===== src/rtl/mc_control_pkg.sv =====
// mc_control_pkg
//   Shared definitions for the multi-cycle control unit: ALU control codes,
//   opcode/funct constants, datapath select codes and the state encoding.
//   The state encoding is also what appears on the state_o debug port.
package mc_control_pkg;

  localparam int OP_W    = 6;
  localparam int CTR_W   = 3;
  localparam int STATE_W = 4;

  typedef enum logic [2:0] {
    ALU_AND = 3'b000,
    ALU_OR  = 3'b001,
    ALU_ADD = 3'b010,
    ALU_XOR = 3'b011,
    ALU_SLT = 3'b100,
    ALU_SLL = 3'b101,
    ALU_SUB = 3'b110
  } alu_ctr_e;

  localparam logic [5:0] OP_RTYPE = 6'h00;
  localparam logic [5:0] OP_LW    = 6'h23;
  localparam logic [5:0] OP_SW    = 6'h2B;
  localparam logic [5:0] OP_BEQ   = 6'h04;
  localparam logic [5:0] OP_ADDI  = 6'h08;
  localparam logic [5:0] OP_ORI   = 6'h0D;
  localparam logic [5:0] OP_J     = 6'h02;

  localparam logic [5:0] F_SLL = 6'h00;
  localparam logic [5:0] F_ADD = 6'h20;
  localparam logic [5:0] F_SUB = 6'h22;
  localparam logic [5:0] F_AND = 6'h24;
  localparam logic [5:0] F_OR  = 6'h25;
  localparam logic [5:0] F_XOR = 6'h26;
  localparam logic [5:0] F_SLT = 6'h2A;

  // ALU operand A / B select codes
  localparam logic [1:0] SRC_A_PC   = 2'b00;
  localparam logic [1:0] SRC_A_RS   = 2'b01;
  localparam logic [1:0] SRC_A_RT   = 2'b10;
  localparam logic [1:0] SRC_B_RT   = 2'b00;
  localparam logic [1:0] SRC_B_FOUR = 2'b01;
  localparam logic [1:0] SRC_B_IMM  = 2'b10;
  localparam logic [1:0] SRC_B_BR   = 2'b11;

  // PC source select codes
  localparam logic [1:0] PC_ALU    = 2'b00;
  localparam logic [1:0] PC_ALUOUT = 2'b01;
  localparam logic [1:0] PC_JUMP   = 2'b10;

  typedef enum logic [3:0] {
    S_FETCH    = 4'd0,
    S_DECODE   = 4'd1,
    S_EXEC_R   = 4'd2,
    S_WB_R     = 4'd3,
    S_EXEC_I   = 4'd4,
    S_WB_I     = 4'd5,
    S_MEM_ADDR = 4'd6,
    S_MEM_RD   = 4'd7,
    S_MEM_WB   = 4'd8,
    S_MEM_WR   = 4'd9,
    S_BRANCH   = 4'd10,
    S_JUMP     = 4'd11
  } state_e;

endpackage


===== src/rtl/mc_control_alu_dec.sv =====
// mc_control_alu_dec
//   Combinational R-type function decoder.
//   Ports:
//     funct    in   6  IR[5:0]
//     alu_ctr  out  3  ALU operation for this funct (ADD when unsupported)
//     valid    out  1  funct is one of the supported R-type operations
module mc_control_alu_dec
  import mc_control_pkg::*;
(
  input  logic [5:0] funct,
  output logic [2:0] alu_ctr,
  output logic       valid
);

  always_comb begin
    alu_ctr = ALU_ADD;
    valid   = 1'b1;
    case (funct)
      F_ADD:   alu_ctr = ALU_ADD;
      F_SUB:   alu_ctr = ALU_SUB;
      F_AND:   alu_ctr = ALU_AND;
      F_OR:    alu_ctr = ALU_OR;
      F_XOR:   alu_ctr = ALU_XOR;
      F_SLT:   alu_ctr = ALU_SLT;
      F_SLL:   alu_ctr = ALU_SLL;
      default: valid   = 1'b0;
    endcase
  end

endmodule


===== src/rtl/mc_control.sv =====
// mc_control
//   Multi-cycle control FSM driving the datapath and ALU. Outputs are a
//   function of the current state; ir_we/pc_we and the FETCH/MEM_RD/MEM_WR
//   exits are gated by mem_ready, beq's pc_we by the ALU zero flag.
//   Ports:
//     clk, rst_n             clock, asynchronous active-low reset
//     opcode, funct          instruction fields from the IR
//     zero                   ALU zero flag (used in BRANCH)
//     mem_ready              memory completes the current access this cycle
//     mem_rd, mem_wr, iord   memory request and address select
//     ir_we, pc_we, pc_src   IR / PC load and PC source select
//     reg_we, reg_dst        register file write and destination select
//     mem_to_reg             write-back source select
//     alu_src_a, alu_src_b   ALU operand selects
//     ext_op                 1 sign-extend, 0 zero-extend immediate
//     alu_ctr                ALU operation
//     illegal                one-cycle pulse on unsupported opcode/funct
//     state_o                current state (debug)
module mc_control
  import mc_control_pkg::*;
#(
  parameter int OP_W    = 6,
  parameter int CTR_W   = 3,
  parameter int STATE_W = 4
) (
  input  logic               clk,
  input  logic               rst_n,
  input  logic [OP_W-1:0]    opcode,
  input  logic [OP_W-1:0]    funct,
  input  logic               zero,
  input  logic               mem_ready,
  output logic               mem_rd,
  output logic               mem_wr,
  output logic               iord,
  output logic               ir_we,
  output logic               pc_we,
  output logic [1:0]         pc_src,
  output logic               reg_we,
  output logic               reg_dst,
  output logic               mem_to_reg,
  output logic [1:0]         alu_src_a,
  output logic [1:0]         alu_src_b,
  output logic               ext_op,
  output logic [CTR_W-1:0]   alu_ctr,
  output logic               illegal,
  output logic [STATE_W-1:0] state_o
);

  state_e     state;
  state_e     state_nxt;
  logic [2:0] r_ctr;
  logic       r_valid;
  logic       op_known;
  logic       decode_bad;

  mc_control_alu_dec u_alu_dec (
    .funct   (funct[5:0]),
    .alu_ctr (r_ctr),
    .valid   (r_valid)
  );

  // Instruction legality, only acted upon while in DECODE.
  always_comb begin
    case (opcode[5:0])
      OP_RTYPE, OP_LW, OP_SW, OP_BEQ, OP_ADDI, OP_ORI, OP_J: op_known = 1'b1;
      default:                                               op_known = 1'b0;
    endcase
    decode_bad = !op_known || ((opcode[5:0] == OP_RTYPE) && !r_valid);
  end

  // State register; reset abandons any access in flight.
  always_ff @(posedge clk or negedge rst_n) begin
    if (!rst_n) state <= S_FETCH;
    else        state <= state_nxt;
  end

  // Next-state logic. Memory states hold until mem_ready; unused codes
  // fall back to FETCH.
  always_comb begin
    state_nxt = S_FETCH;
    case (state)
      S_FETCH:  state_nxt = mem_ready ? S_DECODE : S_FETCH;
      S_DECODE: begin
        if (decode_bad) state_nxt = S_FETCH;
        else begin
          case (opcode[5:0])
            OP_RTYPE:        state_nxt = S_EXEC_R;
            OP_LW, OP_SW:    state_nxt = S_MEM_ADDR;
            OP_BEQ:          state_nxt = S_BRANCH;
            OP_ADDI, OP_ORI: state_nxt = S_EXEC_I;
            OP_J:            state_nxt = S_JUMP;
            default:         state_nxt = S_FETCH;
          endcase
        end
      end
      S_EXEC_R:   state_nxt = S_WB_R;
      S_EXEC_I:   state_nxt = S_WB_I;
      S_MEM_ADDR: state_nxt = (opcode[5:0] == OP_LW) ? S_MEM_RD : S_MEM_WR;
      S_MEM_RD:   state_nxt = mem_ready ? S_MEM_WB : S_MEM_RD;
      S_MEM_WR:   state_nxt = mem_ready ? S_FETCH : S_MEM_WR;
      default:    state_nxt = S_FETCH;
    endcase
  end

  // Output decode. While rst_n is low everything is held at its idle value
  // so a memory request drops in the same cycle reset is asserted.
  always_comb begin
    mem_rd     = 1'b0;
    mem_wr     = 1'b0;
    iord       = 1'b0;
    ir_we      = 1'b0;
    pc_we      = 1'b0;
    pc_src     = PC_ALU;
    reg_we     = 1'b0;
    reg_dst    = 1'b0;
    mem_to_reg = 1'b0;
    alu_src_a  = SRC_A_PC;
    alu_src_b  = SRC_B_RT;
    ext_op     = 1'b1;
    alu_ctr    = CTR_W'(ALU_ADD);
    illegal    = 1'b0;
    if (rst_n) begin
      case (state)
        S_FETCH: begin
          mem_rd    = 1'b1;
          alu_src_b = SRC_B_FOUR;
          ir_we     = mem_ready;
          pc_we     = mem_ready;
        end
        S_DECODE: begin
          alu_src_b = SRC_B_BR;
          illegal   = decode_bad;
        end
        S_EXEC_R: begin
          // sll shifts rt by the shamt field carried in the immediate
          if (funct[5:0] == F_SLL) begin
            alu_src_a = SRC_A_RT;
            alu_src_b = SRC_B_IMM;
          end else begin
            alu_src_a = SRC_A_RS;
            alu_src_b = SRC_B_RT;
          end
          alu_ctr = CTR_W'(r_ctr);
        end
        S_WB_R: begin
          reg_we  = 1'b1;
          reg_dst = 1'b1;
        end
        S_EXEC_I: begin
          alu_src_a = SRC_A_RS;
          alu_src_b = SRC_B_IMM;
          if (opcode[5:0] == OP_ORI) begin
            alu_ctr = CTR_W'(ALU_OR);
            ext_op  = 1'b0;
          end
        end
        S_WB_I: reg_we = 1'b1;
        S_MEM_ADDR: begin
          alu_src_a = SRC_A_RS;
          alu_src_b = SRC_B_IMM;
        end
        S_MEM_RD: begin
          mem_rd = 1'b1;
          iord   = 1'b1;
        end
        S_MEM_WB: begin
          reg_we     = 1'b1;
          mem_to_reg = 1'b1;
        end
        S_MEM_WR: begin
          mem_wr = 1'b1;
          iord   = 1'b1;
        end
        S_BRANCH: begin
          alu_src_a = SRC_A_RS;
          alu_src_b = SRC_B_RT;
          alu_ctr   = CTR_W'(ALU_SUB);
          pc_src    = PC_ALUOUT;
          pc_we     = zero;
        end
        S_JUMP: begin
          pc_we  = 1'b1;
          pc_src = PC_JUMP;
        end
        default: ;
      endcase
    end
  end

  assign state_o = STATE_W'(state);

endmodule

===== config.mk =====
export PLATFORM = sky130hd
export DESIGN_NAME = mc_control
export DESIGN_NICKNAME = d
export VERILOG_FILES = /design/src/rtl/mc_control_pkg.sv /design/src/rtl/mc_control_alu_dec.sv /design/src/rtl/mc_control.sv
export SDC_FILE = /design/constraint.sdc
export NUM_CORES = 1
export LEC_CHECK = 0
export CAP_MARGIN = 20
export CELL_PAD_IN_SITES_DETAIL_PLACEMENT = 1
export CELL_PAD_IN_SITES_GLOBAL_PLACEMENT = 2
export CORE_ASPECT_RATIO = 1.75
export CORE_UTILIZATION = 21
export CTS_CLUSTER_DIAMETER = 150
export CTS_CLUSTER_SIZE = 14
export DETAILED_ROUTE_END_ITERATION = 16
export PLACE_DENSITY = 0.81
export SYNTH_ARGS = -nofsm -noshare
export SYNTH_HDL_FRONTEND = slang
export SYNTH_SLANG_ARGS = --single-unit
export TNS_END_PERCENT = 30

===== constraint.sdc =====
create_clock -name clk -period 7.41 [get_ports clk]
set_input_delay 2.223 -clock clk [delete_from_list [all_inputs] [get_ports clk]]
set_output_delay 2.223 -clock clk [all_outputs]
set_load 0.02 [all_outputs]

## Word-level counts from Yosys, hierarchy flattened

Cells that the tools add are included.

- Register bits: 4
- Output and inout bits: 23
- Logic and storage cells: 82

- Equal/unequal tests: 23
- Muxes and demuxes: 42
- Reductions and logical operators: 16

Operator list:

| cell | count |
|---|---|
| 6-bit equality test (second input constant) | 8 |
| 4-bit case mux with 7 select lines | 1 |
| 1-bit 2-to-1 mux | 23 |
| 4-bit case mux with 5 select lines | 1 |
| 3-bit case mux with 6 select lines | 1 |
| 4-bit by 3-bit equality test with 1-bit output (second input constant) | 4 |
| 4-bit equality test (second input constant) | 4 |
| 4-bit 2-to-1 mux | 4 |
| 7-bit OR reduction | 2 |
| 6-bit by 4-bit equality test with 1-bit output (second input constant) | 2 |
| 6-bit logical NOT | 2 |
| 2-bit 2-to-1 mux | 6 |
| 2-bit OR reduction | 5 |
| 3-bit case mux with 3 select lines | 1 |
| 4-bit by 2-bit equality test with 1-bit output (second input constant) | 2 |
| 2-bit case mux with 2 select lines | 2 |
| 2-bit case mux with 4 select lines | 1 |
| 6-bit by 2-bit equality test with 1-bit output (second input constant) | 1 |
| 6-bit by 3-bit equality test with 1-bit output (second input constant) | 1 |
| 3-bit OR reduction | 2 |
| 4-bit by 1-bit equality test with 1-bit output (second input constant) | 1 |
| 4-bit logical NOT | 1 |
| 3-bit 2-to-1 mux | 1 |
| 1-bit case mux with 3 select lines | 1 |
| other kinds (3) | 4 |

## Longest topological paths before layout

Gate-level depths: netlist of the first run.

- Depth in word-level cells: 8
- Gate-level depth with buffers: 6
- Gate-level depth less buffers: 4

## Modules after synthesis

Synthesis of the first run repeated with hierarchy kept, for this count alone.

- Cells, all modules: 119
- Area total of the unflattened synthesis: 814.5 um^2

Modules (own cells, without submodules):

| module | times used | cells an instance | area each (um^2) | sequential area each (um^2) |
|---|---|---|---|---|
| mc_control | 1 | 102 | 705.7 | 100.1 |
| mc_control_alu_dec | 1 | 17 | 108.9 | 0.0 |

## Least setup slack after synthesis of the first run

OpenSTA, ideal clock, no wires.

- Path type: input -> output
- Start point: in funct[0]
- End point: out alu_ctr[0]
- Arrival time: 3.564 ns
- Setup slack: 1.623 ns
- Cell stages on the path: 4
- Path through: or3_1 > a21oi_1 > a31oi_1 > o41ai_1

- Cells in the longest elaborated chain, start to end: 4

RTL lines:

| element | RTL line | RTL |
|---|---|---|
| from (decl) | mc_control.sv:29 | `input logic [OP_W-1:0] funct,` |
| 6-bit equality test / 6-bit logical NOT (equally long branches) | mc_control_alu_dec.sv:18 | `case (funct)` |
| 3-bit case mux with 6 select lines * | mc_control_alu_dec.sv:18 |  |
| 3-bit case mux with 3 select lines * | mc_control.sv:123 | `case (state)` |
| 3-bit 2-to-1 mux * | mc_control.sv:122 | `if (rst_n) begin` |
| to (decl) | mc_control.sv:44 | `output logic [CTR_W-1:0] alu_ctr,` |

Every way passes the cells marked *; elsewhere a longest branch is shown, timed or not.

## Worst setup path in the final report of the first run

- Start point: in opcode[0]
- End point: out illegal

- Cells in the longest elaborated chain, start to end: 7

RTL lines:

| element | RTL line | RTL |
|---|---|---|
| from (decl) | mc_control.sv:28 | `input logic [OP_W-1:0] opcode,` |
| 6-bit equality test (tied with other cells) | mc_control.sv:64 | `case (opcode[5:0])` |
| 7-bit OR reduction | mc_control.sv:64 |  |
| 1-bit 2-to-1 mux | mc_control.sv:64 |  |
| 1-bit logical NOT | mc_control.sv:68 | `decode_bad = !op_known \|\| ((opcode[5:0] == OP_RTYPE) && !r_valid);` |
| 1-bit logical OR * | mc_control.sv:68 |  |
| 1-bit 2-to-1 mux * | mc_control.sv:123 |  |
| 1-bit 2-to-1 mux * | mc_control.sv:122 |  |
| to (decl) | mc_control.sv:45 | `output logic illegal,` |

Marks and branches as above.

==> metrics.md, run 1 <==
| Metric | Value |
|---|---|
| Final min period | 6790 ps |
| DP HPWL | 2460 um |
| Routed wire length | 3140 um |
| PortBufs | 38 |
| VDD IR-drop max | 0.0000733 V |
| Initial antenna violation count | 0 |
| Maxcap violations | 0 |
| Final Hold Viols | 0 |
| Final setup fails | 0 |
| CTS root buf | clkbuf_8 |
| FF+latch area | 100 um^2 |
| Synth top area cells | dfrtp_1 (12%), nor2_1 (7.8%), nand2b_1 (4.6%), nor2b_1 (4.6%), nor3_1 (4.3%) |
| Max reg flops | 4 |
| Synth top area share | 12.3% |
| Area of the multi-input gates | 677 um^2 |
| GR Overflow Total | 0 |
| Hold Startpoint | state_o[3] |
| Cell area power density | 170 mW/mm^2 |
| Clock sinks | 4 |
| Final worst-path cycle share | 91.6% |
| 1st-iter DRT viols | 22 |
| Synthesized instance count | 125 |
| Setup TNS | 0 ps |
| DRT Pass-1 Iters | 4 |
| Switching power | 0.0000982 W |
| Max-slew headroom | 55.6% |
| Placed cell count | 202 |
| Gr usage total | 15.8% |
| Nets@finish | 177 |
| Synth Cell Area | 815 um^2 |
| First-pass GRT wire length | 5160 um |
| Avg Cell Area, Syn | 6.52 um^2 |
| # diodes | 0 |
| Post-route ant nets | 0 |
| Yosys cell types | 42 |
| Sequential power share | 22.6% |
| Worst EP arrival | 4560 ps |
| Slew @ Worst Pin | 665 ps |
| Crit path max fanout | 7 |
| Die area | 0.00414 mm^2 |
| Total number of vias | 1,094 |
| Worst Hold Depth | 1 |
| Clk buf depth | 2 |
| Die H | 84.4 um |
| Synth area leader | dfrtp_1 |
| Finished Core Util | 34.7% |
| # rows | 29 |
| # DRC | 0 |
| Core Region | 0.00366 mm^2 |
| Share of cells above drive strength 1 | 5.03% |
| Post-CTS Resized | 0 |
| Clock Pin Slew Worst Setup and Hold Paths | 40 ps |
| Die Wd | 49.1 um |
| Boundary pin count | 39 |
| Ys flop type | dfrtp_1 |
| Clock network fraction of total power | 22.8% |
| Worst setup path category | in -> out |
| Final std cells w/o fill | 205 |
| RePlAce Congestion | 0.844 |
| Vias in the first global route | 1,075 |
| Combinational power share | 54.5% |
| Status | finished, final reports clean |
| CP required | 5190 ps |
| RR Endpoint | state_o[3] |
| Largest net degree at the start of global routing | 24 |
| H-tree depth | 1 |
| Lkg Pwr | 0.430 nW |
| Post-synthesis register bit count | 4 |
| Sw Ratio | 45.5% |
| Synth async-reset ratio | 100% |
| Initial core utilization | 22.2% |
| WHS Endpoint | state_o[2] |
| Routed WL per cell | 15.3 um |
| Syn nets | 141 |
| R2R Setup Slk | 5470 ps |
| Layout area overhead | 56.1% |
| Startpoint class of the critical path | primary input |
| Vias per cell | 5.34 |
| Cts-stage hold buffer count | 0 |
| CTS tree | built |
| Worst r2r src | state_o[0] |
| CP endpoint kind | output port |
| Register area share after synthesis | 12.3% |
| Post-synth EDFFs | 0 |
| Fillers | 472 |
| Max Clk Rate | 147 MHz |
| Pins Over Slew Limit | 0 |
| Worst-case reg-to-reg path depth | 4 |
| Tightest Hold Check Type | reg -> reg |
| Overall power | 0.000216 W |
| YS warnings | 0 |
| TritonCTS buffer count | 3 |
| Layout Skew | 5.51 ps |
| Unrepaired setup endpoints after global routing | false |
| Int Power | 0.000118 W |
| Post-CTS Setup Bufs | 0 |
| Worst-skew pair later-pin latency | 230 ps |
[worst max-delay path: stages]
cell,delay [ps]
clkdlybuf4s50_1,510
or4_4,600
or3_1,350
nor3_1,150
a21o_1,140
clkdlybuf4s50_1,590
[power groups by stage]
| stage | Combinational (W) | Clock [W] | Sequential, W |
|---|---|---|---|
| floorplan | 0.0000786 | 0 | 0.0000344 |
| global placement | 0.000116 | 0 | 0.0000485 |
| detailed placement | 0.000119 | 0 | 0.0000492 |
| CTS | 0.000119 | 0.0000480 | 0.0000488 |
| global route | 0.000128 | 0.0000506 | 0.0000513 |
| finish | 0.000118 | 0.0000493 | 0.0000488 |
[stage by stage]
stage	setup slack (ps)	hold WS (ps)	instance area [um^2]
2_1_floorplan	1620	810	815
6_report	624	776	1270
3_3_place_gp	659	764	1230
4_1_cts	616	793	1270
3_5_place_dp	615	783	1230
5_1_grt	524	867	1270
[final cells by class]
type / count / share of cell area, %
repair buffers: 39 / 30.5
multi-input cells: 111 / 53.2
inverters: 2 / 0.591
clock buffers: 3 / 3.25
flip-flops and latches: 4 / 7.87
well taps: 46 / 4.53
[cell usage in the layout, fill, tap and decap left out, types with 6 or more instances in the layout]
master / n
nand2_1: 7
o21ai_0: 7
a21oi_1: 6
nand2b_1: 6
nor3_1: 7
nor2_1: 17
clkdlybuf4s50_1: 38
nor2b_1: 6
[layer usage]
metal	routed length [um]	vias to the layer above	global-route usage, %	share of wire, %
met1	1300	517	17.4	41
met2	1680	28	28.6	53
met3	91	5	2.17	2.9
met5	0	-	0	0
met4	68	0	8.02	2.2
li1	-	544	-	-
[worst max-delay path by stage]
stage                         start         end  slack (ps)  depth (start not counted)
after CTS                 opcode[0]     illegal         620                          6
after global routing      opcode[0]     illegal         520                          6
after floorplan            funct[0]  alu_ctr[0]        1620                          4
after detailed placement  opcode[0]     illegal         620                          6
after global placement    opcode[0]     illegal         660                          6
final                     opcode[0]     illegal         620                          6
[cells in the mapped netlist (2+ instances only)]
cell,n
nor2_1,17
clkbuf_1,8
nand2_1,7
nor3_1,7
o21ai_0,7
a21oi_1,6
nand2b_1,6
nor2b_1,6
dfrtp_1,4
nand3_1,4
nor3b_1,4
or3_1,4
a211oi_1,3
a21o_1,3
a31oi_1,3
and2_1,3
nand3b_1,3
nor4_1,3
a21boi_0,2
inv_1,2
or2_2,2
[logic make-up (layout without fill, tap and decap cells)]
group           after synthesis  in the layout  synth area share [%]
simple gates                 75             75                  52.8
buf+inv                      10             44                  4.61
flops                         4              4                  12.3
fa+ha+maj                     1              1                  1.23
compound gates               35             35                  29.0
(Power assumes the default switching activity.)
==> run 2: changes to the inputs <==
- HOLD_SLACK_MARGIN: default -> 0.15
==> results of run 2 <==
No change in the layout: final DEF, timing and power equal those of run 1.
